### src/rtl/display_arbiter.sv
// display_arbiter
// Round-robin owner selection for the shared four-digit seven-segment display.
// Two level-sensitive requesters compete for the display. Once a requester is
// granted, it keeps the display for at least HOLD_CYCLES cycles. dispValue is
// registered and is fed straight into SevenSegFourDig.in. While nobody owns the
// display, it shows IDLE_VALUE.
module display_arbiter #(
    parameter int          HOLD_CYCLES = 50000000,
    parameter int          CNT_W       = 26,
    parameter logic [15:0] IDLE_VALUE  = 16'h0000
) (
    input  logic        clk,
    input  logic        rst,
    input  logic        req0,
    input  logic [15:0] data0,
    input  logic        req1,
    input  logic [15:0] data1,
    output logic        gnt0,
    output logic        gnt1,
    output logic [15:0] dispValue,
    output logic        holdDone
);

    typedef enum logic [1:0] {
        IDLE = 2'd0,
        OWN0 = 2'd1,
        OWN1 = 2'd2
    } state_t;

    // Terminal count of the hold counter; the counter saturates here.
    localparam logic [CNT_W-1:0] HOLD_MAX = CNT_W'(HOLD_CYCLES - 1);

    state_t           state;
    logic [CNT_W-1:0] hold_cnt;
    // Last requester granted (0 or 1). Reset to 1 so that requester 0 wins the first tie.
    logic             last_gnt;

    // Gating with the owned states keeps holdDone low in IDLE, including when HOLD_CYCLES is 1.
    assign holdDone = (state != IDLE) && (hold_cnt == HOLD_MAX);

    // Arbitration FSM: the grant, display data and hold counter all update together.
    always_ff @(posedge clk or posedge rst) begin
        if (rst) begin
            state     <= IDLE;
            gnt0      <= 1'b0;
            gnt1      <= 1'b0;
            dispValue <= IDLE_VALUE;
            hold_cnt  <= '0;
            last_gnt  <= 1'b1;
        end else begin
            case (state)
                IDLE: begin
                    if (req0 && (!req1 || last_gnt)) begin
                        state     <= OWN0;
                        gnt0      <= 1'b1;
                        gnt1      <= 1'b0;
                        dispValue <= data0;
                        hold_cnt  <= '0;
                        last_gnt  <= 1'b0;
                    end else if (req1) begin
                        state     <= OWN1;
                        gnt0      <= 1'b0;
                        gnt1      <= 1'b1;
                        dispValue <= data1;
                        hold_cnt  <= '0;
                        last_gnt  <= 1'b1;
                    end else begin
                        dispValue <= IDLE_VALUE;
                    end
                end

                OWN0: begin
                    if (!holdDone) begin
                        // The hold time is not over yet, so ownership is kept even if req0 drops.
                        hold_cnt <= hold_cnt + CNT_W'(1);
                        if (req0) dispValue <= data0;
                    end else if (req1) begin
                        // Hand over directly to requester 1, with no gap cycle.
                        state     <= OWN1;
                        gnt0      <= 1'b0;
                        gnt1      <= 1'b1;
                        dispValue <= data1;
                        hold_cnt  <= '0;
                        last_gnt  <= 1'b1;
                    end else if (!req0) begin
                        state     <= IDLE;
                        gnt0      <= 1'b0;
                        gnt1      <= 1'b0;
                        dispValue <= IDLE_VALUE;
                        hold_cnt  <= '0;
                    end else begin
                        dispValue <= data0;
                    end
                end

                OWN1: begin
                    if (!holdDone) begin
                        hold_cnt <= hold_cnt + CNT_W'(1);
                        if (req1) dispValue <= data1;
                    end else if (req0) begin
                        state     <= OWN0;
                        gnt0      <= 1'b1;
                        gnt1      <= 1'b0;
                        dispValue <= data0;
                        hold_cnt  <= '0;
                        last_gnt  <= 1'b0;
                    end else if (!req1) begin
                        state     <= IDLE;
                        gnt0      <= 1'b0;
                        gnt1      <= 1'b0;
                        dispValue <= IDLE_VALUE;
                        hold_cnt  <= '0;
                    end else begin
                        dispValue <= data1;
                    end
                end

                default: begin
                    state     <= IDLE;
                    gnt0      <= 1'b0;
                    gnt1      <= 1'b0;
                    dispValue <= IDLE_VALUE;
                    hold_cnt  <= '0;
                end
            endcase
        end
    end

endmodule

### config.mk
export PLATFORM = sky130hd
export DESIGN_NAME = display_arbiter
export DESIGN_NICKNAME = d
export VERILOG_FILES = /design/src/rtl/display_arbiter.sv
export SDC_FILE = /design/constraint.sdc
export NUM_CORES = 1
export LEC_CHECK = 0
export ABC_AREA = 1
export BUFFER_PORTS_ARGS = -buffer_cell sky130_fd_sc_hd__buf_2
export CAP_MARGIN = 20
export CORE_ASPECT_RATIO = 0.7
export CORE_MARGIN = 2
export CORE_UTILIZATION = 28
export DETAILED_ROUTE_END_ITERATION = 6
export PLACE_DENSITY = 0.57
export SYNTH_ARGS = -nofsm -noshare
export SYNTH_HDL_FRONTEND = slang
export SYNTH_SLANG_ARGS = --single-unit
### constraint.sdc
create_clock -name clk -period 3 [get_ports clk]
set_clock_uncertainty 0.1 [all_clocks]
set_input_delay 0 -clock clk [delete_from_list [all_inputs] [get_ports clk]]
set_output_delay 0 -clock clk [all_outputs]
set_load 0.005 [all_outputs]
==> reports/metrics.cfg, run 1 <==
[clock_tree]
numCtsBuffers=5
cts_tree=yes
clk-insertion-delay-late_ps=290
cts_root_buffer=clkbuf_16
htree_levels=2
clock_sinks=47
clockBufferDepth=2
clkTransAtPathRegs_ps=70

[logic_synthesis]
yosysUniqueCellTypes=35
synthesis.nets=714
syn-mean-instance-area_um2=6.01
synthArstFlopShare_pct=100
yosys_register_bits=47
synth-edff-count=0
synth_top_area_cell=dfrtp_1
synth_top_area_share_pct=28.4
syn_inst=673
yosysMostFrequentCell=nand2_1
synthTopCellsByCount=nand2_1, nand3_1, nor2_1
yosysWarnings=0
netlist_area_um2=4050
synth_seq_area_share_pct=29.1
synthFlopType=dfrtp_1
ys_top_cells_by_area=dfrtp_1, nand2_1, nand3_1, o21ai_0, nor2_1

[power_and_ir_drop]
p_leak_nw=2.40
p_per_area_nw_per_um2=622
vdd_drop_max_mv=0.321

[drt]
antenna_left=0
drtIter0Drc=493
wl_mm=12.5
avgRoutedWirePerCell_um=13.6
drt_first_pass_iters=4
vias=4342
via_per_inst=4.72
drc_errors=0

[job]
drv_cap=0

[floorplan]
fp.dieArea_um2=15400
core_area_um2=14000
start_util_pct=28.9
die_w_um=148
die_h_um=105
io_pins=55
rows=36

[sta]
post-route-period-util_pct=93.1
maxSlewViolCount=0
holdWs_ps=6.33
finalSetupTns_ps=0
period_minus_slack_ps=2790
worstMarginPinSlew_ps=726
slew_headroom_pct=51.5
setup_violations=0
hold_violations=0
fmaxAchievable_mhz=358

[global_routing]
antenna_found_initial=0
gr-total-overflow=0
track_usage_pct=16.7
grt_pass1_vias=3923
grt_max_degree=39
grt_pass1_wl_mm=20.8

[worst_setup_path]
path_max_fanout=25
cp.arrival_ps=2880
crit_start=state[0]
critPathKind=flop to flop
worst_setup_path_end_kind=flop
start_kind=flop
required_ps=3090
reg2reg_from=state[0]

[placed_design]
place_area_um2=4480
portBuffers=54
gp_congestion=0.921
dpl.hpwl_mm=9.33

[final_layout]
antennaDiodeCount=0
area_growth_pct=18.9
fillers=1522
final_util_pct=34.3
finalInstanceArea_um2=4810
layout.nets=770
drive_above_1_share_pct=13.3
regArea_um2=1180
multi_input_area_um2=2490

[status]
status=finished clean

[hold_path]
min_from=data0[3]
min_path_type=input pin to flop

per-stage QoR:
| step | total power [mW] | std cells | setup slack (ps) |
|---|---|---|---|
| floorplan | 1.77 | 673 | 1080 |
| CTS | 3.00 | 918 | 161 |
| finish | 2.99 | 920 | 208 |
| global placement | 2.21 | 898 | 678 |
| global route | 3.27 | 920 | -25.2 |
| detailed placement | 2.21 | 898 | 606 |
report_power, final:
group	total (mW)	switching (mW)	internal, mW
Clock	0.724	0.246	0.478
Combinational	1.40	0.916	0.481
Sequential	0.870	0.0916	0.779
Total	2.99	1.25	1.74
layout make-up:
type | instances | area share [%]
clock buffers | 6 | 2.68
clock inverters | 2 | 1.25
inverters | 64 | 5.10
multi-input cells | 534 | 51.7
flip-flops and latches | 47 | 24.5
well taps | 190 | 4.94
repair buffers | 77 | 9.83
critical path: stages (launching register included):
cell	delay (ps)
dfrtp_1	400
inv_1	80
ha_1	230
inv_1	130
nand2_1	80
nor2_1	140
nand2_1	100
nor2_4	160
nand2_8	160
nand2_4	130
nand2_1	140
nand2_1	90
nand3_1	70
dlygate4sd3_1	560
nand2_1	60
nand2_1	50
final timing paths:
kind	end	slack, ps	cells after the start
max in group asynchronous	hold_cnt[23]	1810	4
worst min-delay path	dispValue[3]	6	7
worst max register to register	dispValue[15]	210	15
min in group asynchronous	hold_cnt[21]	280	3
worst min register to register	gnt1	370	2
worst max-delay path	dispValue[15]	210	15
per-layer routing:
layer / vias up / routed length [um] / GRT usage [%]
met2: 130 / 4790 / 22.4
met3: 6 / 707 / 2.40
li1: 2274 / - / -
met5: - / 0 / 0
met4: 0 / 85 / 2.34
met1: 1932 / 6910 / 27.8
placed cells by master (no fill, tap or decap), types with 11 or more instances in the layout:
cell type      synthesis  routed
nor2_1                63      63
o21ai_0               54      54
nand2_1              252     251
buf_2                  7      54
dlygate4sd3_1          0      12
dfrtp_1               46      46
buf_4                  5      11
nand3_1               90      90
nand4_1               15      15
inv_1                 62      61
a21oi_1               12      12
state kept, by name (all words and copies together) (netlist names):
name,count
state,2
dispValue,16
gnt1,1
last_gnt,1
gnt0,1
hold_cnt,26
cells by family (layout without fill, tap and decap cells):
kind of cell	Yosys count	in the layout	share of synthesized area (%)
flip-flops	47	47	29.1
AND/OR/NAND/NOR	448	448	48.3
adder cells (fa/ha/maj)	5	5	1.55
AO/OA/AOI/OAI	74	74	9.89
buffers and inverters	92	149	9.71
XOR/XNOR	7	7	1.51
what timing repair did:
action	in CTS	in global routing
hold endpoints to repair	36	0
buffers inserted	0	2
gates resized for setup	0	2
endpoints found under the setup margin	0	4
hold buffers	12	0
Power figures use the tool's default switching activity.
==> run 2: changes to the inputs <==
--- a/config.mk
+++ b/config.mk
@@ -13,6 +13,8 @@
 export CORE_UTILIZATION = 28
 export DETAILED_ROUTE_END_ITERATION = 6
 export PLACE_DENSITY = 0.57
+export REMOVE_ABC_BUFFERS = 1
+export SETUP_SLACK_MARGIN = 0.5
 export SYNTH_ARGS = -nofsm -noshare
 export SYNTH_HDL_FRONTEND = slang
 export SYNTH_SLANG_ARGS = --single-unit
==> reports/metrics.cfg, run 2 (synthesis gave the netlist of run 1 again) <==
[floorplan]
start_util_pct=28.9
die_w_um=148
core_area_um2=14000
die_h_um=105
fp.dieArea_um2=15400
io_pins=55
rows=36

[power_and_ir_drop]
p_leak_nw=2.46
p_per_area_nw_per_um2=602
vdd_drop_max_mv=0.287

[worst_setup_path]
worst_setup_path_end_kind=flop
critPathKind=flop to flop
start_kind=flop
critPathMaxStageDelay_ps=380
path_cells=inv_1, ha_1, inv_1, nand2_1, nor2_2, nand2_1, nor2_4, nand2_8, nand2_4, o21ai_4, buf_12, nor2_4, buf_12, nand2_1, nand2_1
reg2reg_depth=15
cp.arrival_ps=2450
path_max_fanout=13
cp_slowest_cell=dfrtp_1
required_ps=3130
crit_top_cell=nand2_1

[clock_tree]
clock_sinks=47
clockBufferDepth=2
cts_root_buffer=clkbuf_16
clk-insertion-delay-late_ps=290
clkTransAtPathRegs_ps=60
cts_tree=yes
numCtsBuffers=5
htree_levels=2

[hold_path]
hold_path_depth=4
min_path_type=input pin to flop

[sta]
post-route-period-util_pct=77.4
maxSlewViolCount=0
fmaxAchievable_mhz=431
worstMarginPinSlew_ps=528
setup_violations=0
period_minus_slack_ps=2320
hold_violations=0
slew_headroom_pct=64.7
rsz0062_at_grt=true
finalSetupTns_ps=0

[global_routing]
antenna_found_initial=0
grt_pass1_vias=3921
grt_max_degree=48
track_usage_pct=16.6
gr-total-overflow=0
grt_pass1_wl_mm=20.8

[drt]
drt_first_pass_iters=5
vias=4472
avgRoutedWirePerCell_um=14.0
via_per_inst=4.80
antenna_left=0
wl_mm=13.1
drc_errors=0
drtIter0Drc=461

[final_layout]
final_common_cell=nand2_1
area_growth_pct=22.3
layout.nets=781
final_cells=931
drive_above_1_share_pct=14.8
largest_reg_flops=26
top_register=hold_cnt
antennaDiodeCount=0
reg.largest.list=hold_cnt x26, dispValue x16, state x2
final_cell_mix=nand2_1, nand3_1, nor2_1

[placed_design]
gp_congestion=0.879
dp_cells=898
portBuffers=54
dpl.hpwl_mm=9.14

[status]
status=finished clean

[job]
drv_cap=0

==> run 2: critical path, delay by kind of cell (launching register included) <==
family                     cells  cell delay (ps)
DFF                            1              380
buffers and inverters          4              490
AOI/OAI and AO/OA              1               70
and+or+nand+nor                9              980
adders and majority gates      1              230
==> run 2: report_power, final <==
part / internal, mW / switching [mW]
clock network: 0.355 / 0.235
logic: 0.561 / 0.953
registers: 0.779 / 0.0979
==> run 2: repair_timing <==
item | in CTS | in global routing
hold buffers | 12 | 0
setup endpoints to repair | 0 | 31
gates resized for setup | 0 | 4
buffers inserted | 0 | 10
hold endpoints to repair | 53 | 0
==> run 2: worst paths after layout <==
path,slack (ps),end,from
max,680,dispValue[2],state[0]
min in group asynchronous,140,hold_cnt[2],rst
min reg2reg,380,gnt0,gnt0
max in group asynchronous,2100,last_gnt,rst
max reg2reg,680,dispValue[2],state[0]
min,20,last_gnt,req0
==> run 2: final cells by class <==
type                       instances  area (um2)
clock buffer                       8         156
sequential                        47        1180
multi-input combinational        536        2510
tap                              190         238
timing repair buffer              86         616
fill                            1510        9060
inverter                          64         249
==> run 2: per-layer routing <==
layer  share of wire, %  vias to the layer above  GRT usage (%)  routed length [um]
li1                   -                     2297              -                   -
met2                 36                      177           21.2                4750
met3                9.2                        9           2.93                1200
met5                  0                        -              0                   0
met4               0.84                        0           3.30                 109
met1                 54                     1989           27.9                7000
==> run 2: per-stage QoR <==
stage               utilization, %  area, um2  total power [mW]  worst slack (ps)  hold WS (ps)
floorplan                        -       3900              1.71               392          97.5
global placement              32.0       4490              2.23               551           211
detailed placement            32.0       4490              2.22               525           215
CTS                           34.0       4760              2.84               508          21.3
global route                  35.3       4950              3.24               483          50.6
finish                        35.3       4950              2.98               679          17.1
